## src/rtl/alu_seq_ctrl_pkg.sv

```systemverilog
// Shared types and constants for the byte-serial ALU sequencer.
package alu_ctrl_pkg;

  typedef enum logic [2:0] {
    ST_IDLE    = 3'd0,
    ST_WAIT_B  = 3'd1,
    ST_WAIT_OP = 3'd2,
    ST_EXEC    = 3'd3,
    ST_SEND    = 3'd4,
    ST_WAIT_TX = 3'd5
  } state_e;

  localparam logic [5:0] OP_ADD = 6'b100000;
  localparam logic [5:0] OP_SUB = 6'b100010;
  localparam logic [5:0] OP_AND = 6'b100100;
  localparam logic [5:0] OP_OR  = 6'b100101;
  localparam logic [5:0] OP_XOR = 6'b100110;
  localparam logic [5:0] OP_NOR = 6'b100111;
  localparam logic [5:0] OP_SRA = 6'b000011;
  localparam logic [5:0] OP_SRL = 6'b000010;

  // States in which the inter-byte timer runs.
  function automatic logic is_rx_wait(state_e s);
    return (s == ST_WAIT_B) || (s == ST_WAIT_OP);
  endfunction

endpackage

```

## src/rtl/alu_seq_ctrl_if.sv

```systemverilog
// Link/ALU-side signal bundle of the sequencer; master is the controller.
interface alu_seq_ctrl_if #(
  parameter int unsigned N = 8
);
  logic [N-1:0] rx_data;
  logic         rx_done;
  logic         tx_done;
  logic [N-1:0] alu_result;
  logic [N-1:0] alu_a;
  logic [N-1:0] alu_b;
  logic [5:0]   alu_op;
  logic [N-1:0] tx_data;
  logic         tx_start;
  logic         busy;
  logic         timeout;
  logic         rx_drop;

  modport master (
    input  rx_data, rx_done, tx_done, alu_result,
    output alu_a, alu_b, alu_op, tx_data, tx_start, busy, timeout, rx_drop
  );

  modport slave (
    output rx_data, rx_done, tx_done, alu_result,
    input  alu_a, alu_b, alu_op, tx_data, tx_start, busy, timeout, rx_drop
  );
endinterface

```

## src/rtl/alu_seq_ctrl_byte_timer.sv

```systemverilog
// Saturating inter-byte cycle counter; expired while the count sits at TIMEOUT-1.
module byte_timer #(
  parameter int unsigned TIMEOUT = 1000
) (
  input  logic clk,
  input  logic reset,
  input  logic clear,
  input  logic enable,
  output logic expired
);
  localparam int unsigned   W    = $clog2(TIMEOUT);
  localparam logic [W-1:0]  LAST = W'(TIMEOUT - 1);

  logic [W-1:0] count_q, count_d;

  always_comb begin
    count_d = count_q;
    if (clear) begin
      count_d = '0;
    end else if (enable && (count_q != LAST)) begin
      count_d = count_q + 1'b1;
    end
  end

  always_ff @(posedge clk or posedge reset) begin
    if (reset) begin
      count_q <= '0;
    end else begin
      count_q <= count_d;
    end
  end

  assign expired = (count_q == LAST);

endmodule

```

## src/rtl/alu_seq_ctrl.sv

```systemverilog
// Collects A, B and opcode bytes, drives the ALU, and hands the result to TX.
module alu_seq_ctrl
  import alu_ctrl_pkg::*;
#(
  parameter int unsigned N       = 8,
  parameter int unsigned TIMEOUT = 1000
) (
  input logic            clk,
  input logic            reset,
  alu_seq_ctrl_if.master bus
);

  state_e       state_q, state_d;
  logic [N-1:0] alu_a_q, alu_a_d;
  logic [N-1:0] alu_b_q, alu_b_d;
  logic [5:0]   alu_op_q, alu_op_d;
  logic [N-1:0] tx_data_q, tx_data_d;
  logic         tx_start_q, tx_start_d;
  logic         busy_q, busy_d;
  logic         timeout_q, timeout_d;
  logic         rx_drop_q, rx_drop_d;

  logic         tmr_clear, tmr_enable, tmr_expired;

  byte_timer #(
    .TIMEOUT (TIMEOUT)
  ) u_byte_timer (
    .clk     (clk),
    .reset   (reset),
    .clear   (tmr_clear),
    .enable  (tmr_enable),
    .expired (tmr_expired)
  );

  // Timer held clear outside the RX wait states, so entry always starts at 0.
  always_comb begin
    tmr_clear  = !is_rx_wait(state_q) || bus.rx_done;
    tmr_enable = is_rx_wait(state_q) && !bus.rx_done;
  end

  always_comb begin
    state_d    = state_q;
    alu_a_d    = alu_a_q;
    alu_b_d    = alu_b_q;
    alu_op_d   = alu_op_q;
    tx_data_d  = tx_data_q;
    tx_start_d = 1'b0;
    timeout_d  = 1'b0;
    rx_drop_d  = 1'b0;

    case (state_q)
      ST_IDLE: begin
        if (bus.rx_done) begin
          alu_a_d = bus.rx_data;
          state_d = ST_WAIT_B;
        end
      end
      ST_WAIT_B: begin
        if (bus.rx_done) begin
          alu_b_d = bus.rx_data;
          state_d = ST_WAIT_OP;
        end else if (tmr_expired) begin
          timeout_d = 1'b1;
          state_d   = ST_IDLE;
        end
      end
      ST_WAIT_OP: begin
        if (bus.rx_done) begin
          alu_op_d = bus.rx_data[5:0];
          state_d  = ST_EXEC;
        end else if (tmr_expired) begin
          timeout_d = 1'b1;
          state_d   = ST_IDLE;
        end
      end
      ST_EXEC: begin
        // Registering tx_start here lands the pulse in the SEND cycle.
        tx_data_d  = bus.alu_result;
        tx_start_d = 1'b1;
        rx_drop_d  = bus.rx_done;
        state_d    = ST_SEND;
      end
      ST_SEND: begin
        rx_drop_d = bus.rx_done;
        state_d   = ST_WAIT_TX;
      end
      ST_WAIT_TX: begin
        rx_drop_d = bus.rx_done;
        if (bus.tx_done) begin
          state_d = ST_IDLE;
        end
      end
      default: state_d = ST_IDLE;
    endcase

    busy_d = (state_d != ST_IDLE);
  end

  always_ff @(posedge clk or posedge reset) begin
    if (reset) begin
      state_q    <= ST_IDLE;
      alu_a_q    <= '0;
      alu_b_q    <= '0;
      alu_op_q   <= '0;
      tx_data_q  <= '0;
      tx_start_q <= 1'b0;
      busy_q     <= 1'b0;
      timeout_q  <= 1'b0;
      rx_drop_q  <= 1'b0;
    end else begin
      state_q    <= state_d;
      alu_a_q    <= alu_a_d;
      alu_b_q    <= alu_b_d;
      alu_op_q   <= alu_op_d;
      tx_data_q  <= tx_data_d;
      tx_start_q <= tx_start_d;
      busy_q     <= busy_d;
      timeout_q  <= timeout_d;
      rx_drop_q  <= rx_drop_d;
    end
  end

  assign bus.alu_a    = alu_a_q;
  assign bus.alu_b    = alu_b_q;
  assign bus.alu_op   = alu_op_q;
  assign bus.tx_data  = tx_data_q;
  assign bus.tx_start = tx_start_q;
  assign bus.busy     = busy_q;
  assign bus.timeout  = timeout_q;
  assign bus.rx_drop  = rx_drop_q;

endmodule

```

## src/flat_wrapper.sv

```systemverilog
// flat-port wrapper written by rule: the top's interface ports become plain ports
module alu_seq_ctrl_flat import alu_ctrl_pkg::*;
#(
  parameter int unsigned N       = 8,
  parameter int unsigned TIMEOUT = 1000
)
  (clk, reset, bus_rx_data, bus_rx_done, bus_tx_done, bus_alu_result, bus_alu_a, bus_alu_b, bus_alu_op, bus_tx_data, bus_tx_start, bus_busy, bus_timeout, bus_rx_drop);
  alu_seq_ctrl_if #(.N(N)) bus_i ();
  input logic clk;
  input logic reset;
  input wire logic [$bits(bus_i.rx_data)-1:0] bus_rx_data;
  input wire logic [$bits(bus_i.rx_done)-1:0] bus_rx_done;
  input wire logic [$bits(bus_i.tx_done)-1:0] bus_tx_done;
  input wire logic [$bits(bus_i.alu_result)-1:0] bus_alu_result;
  output wire logic [$bits(bus_i.alu_a)-1:0] bus_alu_a;
  output wire logic [$bits(bus_i.alu_b)-1:0] bus_alu_b;
  output wire logic [$bits(bus_i.alu_op)-1:0] bus_alu_op;
  output wire logic [$bits(bus_i.tx_data)-1:0] bus_tx_data;
  output wire logic [$bits(bus_i.tx_start)-1:0] bus_tx_start;
  output wire logic [$bits(bus_i.busy)-1:0] bus_busy;
  output wire logic [$bits(bus_i.timeout)-1:0] bus_timeout;
  output wire logic [$bits(bus_i.rx_drop)-1:0] bus_rx_drop;
  assign bus_i.rx_data = bus_rx_data;
  assign bus_i.rx_done = bus_rx_done;
  assign bus_i.tx_done = bus_tx_done;
  assign bus_i.alu_result = bus_alu_result;
  assign bus_alu_a = bus_i.alu_a;
  assign bus_alu_b = bus_i.alu_b;
  assign bus_alu_op = bus_i.alu_op;
  assign bus_tx_data = bus_i.tx_data;
  assign bus_tx_start = bus_i.tx_start;
  assign bus_busy = bus_i.busy;
  assign bus_timeout = bus_i.timeout;
  assign bus_rx_drop = bus_i.rx_drop;
  alu_seq_ctrl #(.N(N), .TIMEOUT(TIMEOUT)) u_core (.clk(clk), .reset(reset), .bus(bus_i));
endmodule
```

## config.mk

```make
export PLATFORM = sky130hd
export DESIGN_NAME = alu_seq_ctrl_flat
export DESIGN_NICKNAME = d
export VERILOG_FILES = /design/src/rtl/alu_seq_ctrl_pkg.sv /design/src/rtl/alu_seq_ctrl_if.sv /design/src/rtl/alu_seq_ctrl_byte_timer.sv /design/src/rtl/alu_seq_ctrl.sv /design/src/flat_wrapper.sv
export SDC_FILE = /design/constraint.sdc
export NUM_CORES = 1
export LEC_CHECK = 0
export ABC_AREA = 0
export BUFFER_PORTS_ARGS = -buffer_cell sky130_fd_sc_hd__buf_2
export CAP_MARGIN = 25
export CORE_ASPECT_RATIO = 2
export CORE_UTILIZATION = 35
export DETAILED_ROUTE_END_ITERATION = 8
export PLACE_DENSITY = 0.61
export SYNTH_ARGS = -nofsm -noshare
export SYNTH_HDL_FRONTEND = slang
export SYNTH_HIERARCHICAL = 1
export SYNTH_SLANG_ARGS = --single-unit
```

## constraint.sdc

```tcl
create_clock -name clk -period 4.7 [get_ports clk]
set_clock_uncertainty 0.1 [all_clocks]
set_input_delay 0.705 -clock clk [delete_from_list [all_inputs] [get_ports clk]]
set_output_delay 0.705 -clock clk [all_outputs]
set_load 0.01 [all_outputs]
```

==> out/qor.csv, run 1 <==
stage;metric;value;unit
run_status;run status;completed;
floorplanning;Initial Util;36.1;%
timing;Final Slew Violations;0;
clock_network;Root Driver;clkbuf_16;
timing;setup TNS;0;ns
synthesis;synthesized area per cell;13.1;sq um
synthesis;share of the synthesized area in the top cell type;57.1;%
floorplanning;Die ar.;6210;sq um
floorplanning;Rows;39;
timing;Final WS setup;2.48;ns
synthesis;EDFF count, synth;0;
synthesis;Ys Warns;6;
final_layout;area of the multi-input gates;830;sq um
timing;final worst path period share;47.2;%
route;Post-Route WL;4230;um
flow_run;Max-Cap Viols;0;
setup_path;worst endpoint required time;4.80;ns
worst_hold_path;Hold WC Path Type;in -> async;
synthesis;Synth cell types;38;
timing;RSZ-0062 raised after global routing;false;
final_layout;design area;2540;sq um
place;placed cell area;2380;sq um
grt;largest net degree at the start of global routing;38;
place;worst setup slack after placement;2.35;ns
setup_path;crit path max fanout;13;
timing;Final Hold Viols;0;
synthesis;synthesized netlist cell count;157;
synthesis;async set-reset flop share out of synthesis;100;%
final_layout;Reg area;1180;sq um
grt;vias in the first global route;1539;
clock_network;setup bufs post-CTS;0;
floorplanning;Core Region;5710;sq um
route;initial drt markers;28;
route;WL per Instance;15.4;um
place;routability cong.;0.791;
timing;hold slack;0.319;ns
grt;first-pass GRT wire length;7050;um
clock_network;Worst-path clk slew;0.06;ns
grt;Total GRT Usage;14.6;%
clock_network;CTS tree;done;
pwr;leakage;1.13;nW
pwr;Worst VDD drop;423;uV
setup_path;Crit Path Category;reg -> reg;
clock_network;post_cts resized;0;
synthesis;Seq/Total Area, Yosys;57.1;%
route;first drt pass iteration count;4;
setup_path;Worst EP arrival;2.32;ns
place;PortBufs;53;
place;post-DP HPWL;3090;um
synthesis;area leader, netlist;dfrtp_1;
setup_path;CP startpoint kind;flip-flop;
floorplanning;Ports;54;
floorplanning;Die Y;110;um
final_layout;share of layout cells above drive strength 1;45.5;%
timing;Worst Tran Pin Value;0.609;ns
setup_path;Crit. End Element;flip-flop;
final_layout;FILL cells;536;
setup_path;Max stage delay on crit path;0.61;ns
floorplanning;DIE WIDTH;56.2;um
grt;final global-route overflow total;0;
place;cell count after placement;267;
final_layout;n_diodes;0;
timing;min cycle time layout;2.22;ns
final_layout;Post-Layout Cell Count;274;
clock_network;clk buf depth;2;
clock_network;CTS Buf Count;5;
setup_path;Worst R2R Path Depth;7;
clock_network;cts hold-fix bufs;0;
route;vias per std cell;5.32;
pwr;power per cell area;645;nW/um^2
clock_network;clock sinks;47;
synthesis;dominant synthesized flop cell;dfrtp_1;
synthesis;main area contributors after synthesis;dfrtp_1, mux2_2, or4_1;
pwr;total power;1.64;mW
final_layout;Nets;234;
synthesis;Post-Synthesis Cell Area;2060;sq um
route;drc violations;0;
grt;initial antenna violation count;0;
synthesis;Syn Nets;178;
synthesis;most common library cells after synthesis;dfrtp_1, mux2_2, a21oi_1;
setup_path;CP max stage cell;dfrtp_1;
timing;Slew headroom;59.1;%
final_layout;synth-to-layout area growth;23.3;%
timing;final setup vio count;0;
clock_network;H-Tree Depth;2;
synthesis;count leader, synth;dfrtp_1;
route;Via Count;1457;
clock_network;Skew-Pair Late Insertion Delay;0.28;ns
timing;Max Freq;0.451;GHz
setup_path;critical path cell sequence;xnor2_1 > nor3_1 > buf_4 > inv_1 > nand2b_1 > or4_1 > o2111ai_1;
synthesis;number of synthesized register bits;47;
route;ANT nets after route;0;
final_layout;final core occ;44.5;%
## layer usage
| layer | vias up | share of wire (%) | track usage, % |
|---|---|---|---|
| met3 | 6 | 4.9 | 4.10 |
| met1 | 717 | 36 | 14.3 |
| met4 | 0 | 1.6 | 4.88 |
| met5 | - | 0 | 0 |
| met2 | 50 | 57 | 28.1 |
| li1 | 684 | - | - |
## state kept, by name, summed over array words and instances (netlist names)
register and count:
u_core/bus.alu_a 8, u_core/bus.alu_op 6, u_core/bus.timeout 1, u_core/bus.busy 1, u_core/state_q 3, u_core/u_byte_timer/count_q 10, u_core/bus.tx_start 1, u_core/bus.tx_data 8
u_core/bus.alu_b 8, u_core/bus.rx_drop 1
## cell usage in the layout, fill, tap and decap left out, types with 4 or more instances in the layout
| cell | count |
|---|---|
| dfrtp_1 | 47 |
| buf_2 | 53 |
| inv_1 | 5 |
| nand3b_1 | 5 |
| nand3_1 | 4 |
| o21ai_0 | 4 |
| clkbuf_16 | 5 |
| nor3_1 | 4 |
| or4_1 | 6 |
| nand2b_1 | 4 |
| a21oi_1 | 7 |
| mux2_2 | 30 |
| o31ai_1 | 4 |
## power breakdown
group | switching, mW | internal (mW) | leakage (nW)
registers | 0.107 | 0.564 | 0.583
clock network | 0.142 | 0.248 | 0.0769
logic | 0.270 | 0.307 | 0.472
total | 0.519 | 1.12 | 1.13
## kinds of logic after synthesis
family                     count (synthesis)  share of synthesized area, %
DFF                                       47                          57.1
buffers and inverters                     11                          2.61
muxes                                     30                          16.4
and+or+nand+nor                           42                          14.5
AOI/OAI and AO/OA                         24                          7.90
adders and majority gates                  1                         0.607
xor gates and xnor gates                   2                         0.851
## final timing paths
kind	slack [ns]	start	end
min reg2reg	0.40	u_core/bus.alu_a[0]	u_core/bus.alu_a[0]
min in group clk	0.40	u_core/bus.alu_a[0]	u_core/bus.alu_a[0]
min	0.32	reset	u_core/u_byte_timer/count_q[1]
max	2.48	u_core/state_q[1]	u_core/u_byte_timer/count_q[0]
max in group asynchronous	3.74	reset	u_core/bus.alu_b[4]
max reg2reg	2.48	u_core/state_q[1]	u_core/u_byte_timer/count_q[0]
## final cells by class
type / count / share of cell area [%]
clock inverter: 1 / 1.18
timing repair buffer: 55 / 11.0
inverter: 5 / 0.739
tap: 61 / 3.00
sequential: 47 / 46.3
clock buffer: 6 / 5.07
multi-input combinational: 99 / 32.7
## worst max-delay path, delay by kind of cell (launching register included)
kind,cells,cell delay (ns)
DFF,1,0.61
xor gates and xnor gates,1,0.13
AOI/OAI and AO/OA,1,0.12
and+or+nand+nor,3,0.76
buffers and inverters,2,0.40
(Power assumes the default switching activity.)
==> run 2, diff against run 1 <==
clock period = 2.3 ns   (was 4.7 ns; I/O delays follow)
==> run 2 against run 1 <==
Compared with the run above: register-to-register slack worse by 2.1 ns; global-route usage up 0.16 points; total power up 110%; hold slack worse by 0.13 ns; non-clock buffer count up 6; clock power up 110%; critical endpoint unchanged; highest routed layer unchanged; utilization up 1.0 points; sequential share of layout area down 1.0 points; maximum frequency up 17%; via count up 4.0%; die area unchanged; design area up 2.3%.
==> out/qor.csv, run 2 (same netlist as run 1, synthesis figures left out) <==
stage;metric;value;unit
pwr;Clock power frac;23.7;%
final_layout;Post-Layout Cell Count;281;
grt;vias in the first global route;1514;
pwr;leakage;1.17;nW
place;PortBufs;53;
setup_path;Crit. End Element;flip-flop;
clock_network;H-Tree Depth;2;
clock_network;CTS tree;done;
timing;Final Slew Violations;0;
run_status;run status;completed;
timing;Worst Tran Pin Value;0.538;ns
place;worst setup slack after placement;0.402;ns
pwr;power per cell area;1320;nW/um^2
setup_path;Worst EP arrival;2.00;ns
place;routability cong.;0.721;
clock_network;CTS Buf Count;5;
final_layout;commonest non-fill, non-tap cell in the layout;buf_2;
clock_network;Skew-Pair Late Insertion Delay;0.28;ns
route;WL per Instance;15.4;um
setup_path;crit path max fanout;13;
final_layout;n_diodes;0;
final_layout;Most flops, register;u_core/u_byte_timer/count_q;
pwr;Logic pwr share;37.8;%
floorplanning;Die Y;110;um
setup_path;Crit Path Category;reg -> reg;
route;Via Count;1516;
setup_path;CP startpoint kind;flip-flop;
worst_hold_path;Hold WC Path Type;in -> reg;
floorplanning;Ports;54;
floorplanning;DIE WIDTH;56.2;um
route;vias per std cell;5.40;
final_layout;share of layout cells above drive strength 1;47.3;%
flow_run;Max-Cap Viols;0;
timing;final worst path period share;82.8;%
pwr;internal power;2.33;mW
timing;final setup vio count;0;
place;placed cell area;2420;sq um
route;initial drt markers;51;
place;post-DP HPWL;3320;um
setup_path;worst endpoint required time;2.40;ns
clock_network;Worst-path clk slew;0.06;ns
setup_path;Max stage delay on crit path;0.47;ns
route;drc violations;0;
pwr;Worst VDD drop;797;uV
timing;min cycle time layout;1.90;ns
pwr;power share of the sequential group;38.5;%
final_layout;design area;2600;sq um
clock_network;clk buf depth;2;
timing;RSZ-0062 raised after global routing;false;
clock_network;Root Driver;clkbuf_16;
clock_network;clock sinks;47;
pwr;Net Sw Frac;32.2;%
final_layout;max reg flops;10;
timing;Final Hold Viols;0;
timing;Final WS setup;0.396;ns
route;first drt pass iteration count;4;
timing;setup TNS;0;ns
floorplanning;Rows;39;
route;Post-Route WL;4320;um
grt;first-pass GRT wire length;7090;um
setup_path;critical path cell sequence;nor3_1 > buf_4 > inv_1 > nand2b_1 > or4_1 > o2111ai_1;
floorplanning;Die ar.;6210;sq um
floorplanning;Initial Util;36.1;%
grt;Total GRT Usage;14.8;%
grt;largest net degree at the start of global routing;20;
route;ANT nets after route;0;
timing;Slew headroom;64.0;%
final_layout;most frequent cells in the layout;buf_2, dfrtp_1, mux2_2;
final_layout;Nets;240;
grt;initial antenna violation count;0;
grt;final global-route overflow total;0;
final_layout;synth-to-layout area growth;26.1;%
final_layout;final core occ;45.5;%
timing;Max Freq;0.525;GHz
place;cell count after placement;272;
pwr;Sw Pwr;1.11;mW
setup_path;CP max stage cell;dfrtp_1;
floorplanning;Core Region;5710;sq um
-- run 2: stage by stage --
step	power (mW)	hold WS [ns]
after floorplan	2.17	0.0852
after global placement	2.62	0.272
after detailed placement	2.66	0.264
after CTS	3.48	0.186
after global routing	3.64	0.186
final	3.44	0.192
-- run 2: timing repair --
action / in CTS / in global routing
buffers inserted: 0 / 0
gates resized for setup: 0 / 0
hold buffers: 1 / 0
endpoints found under the hold margin: 10 / 0
-- run 2: worst max-delay path: cells and delay by family (launching register included) --
kind                   cells  cell delay [ns]
AND/OR/NAND/NOR            3             0.79
flip-flops                 1             0.47
buffers and inverters      2             0.33
AO/OA/AOI/OAI              1             0.12
-- run 2: worst paths after layout --
kind                            slack, ns           startpoint  cells after the start                             end
worst max-delay path                 0.40    u_core/state_q[2]                      6  u_core/u_byte_timer/count_q[0]
worst min-delay path                 0.19    bus_alu_result[6]                      2           u_core/bus.tx_data[6]
worst max register to register       0.40    u_core/state_q[2]                      6  u_core/u_byte_timer/count_q[0]
worst min register to register       0.40  u_core/bus.alu_b[7]                      1             u_core/bus.alu_b[7]
max in group asynchronous            1.31                reset                      3  u_core/u_byte_timer/count_q[6]
min in group asynchronous            0.49                reset                      3  u_core/u_byte_timer/count_q[5]
-- run 2: final cells by class --
cell class	instances	area (sq um)
fill	545	3110
sequential	47	1180
tap	61	76.3
clock buffer	5	125
timing repair buffer	61	328
inverter	5	18.8
clock inverter	3	43.8
multi-input combinational	99	830
-- run 2: layer usage --
layer | vias to the layer above | part of all wire (%) | global-route usage (%) | wire (um)
met5 | - | 0 | 0 | 0
met4 | 0 | 2.0 | 5.53 | 87
met3 | 7 | 4.9 | 2.93 | 214
met2 | 54 | 57 | 28.7 | 2490
met1 | 759 | 35 | 14.6 | 1540
li1 | 696 | - | - | -
-- run 2: power groups by stage --
stage	registers [mW]	clock network (mW)	logic (mW)
floorplan	1.45	0	0.720
global placement	1.32	0	1.29
detailed placement	1.34	0	1.31
CTS	1.33	0.838	1.32
global route	1.36	0.867	1.41
finish	1.32	0.815	1.30
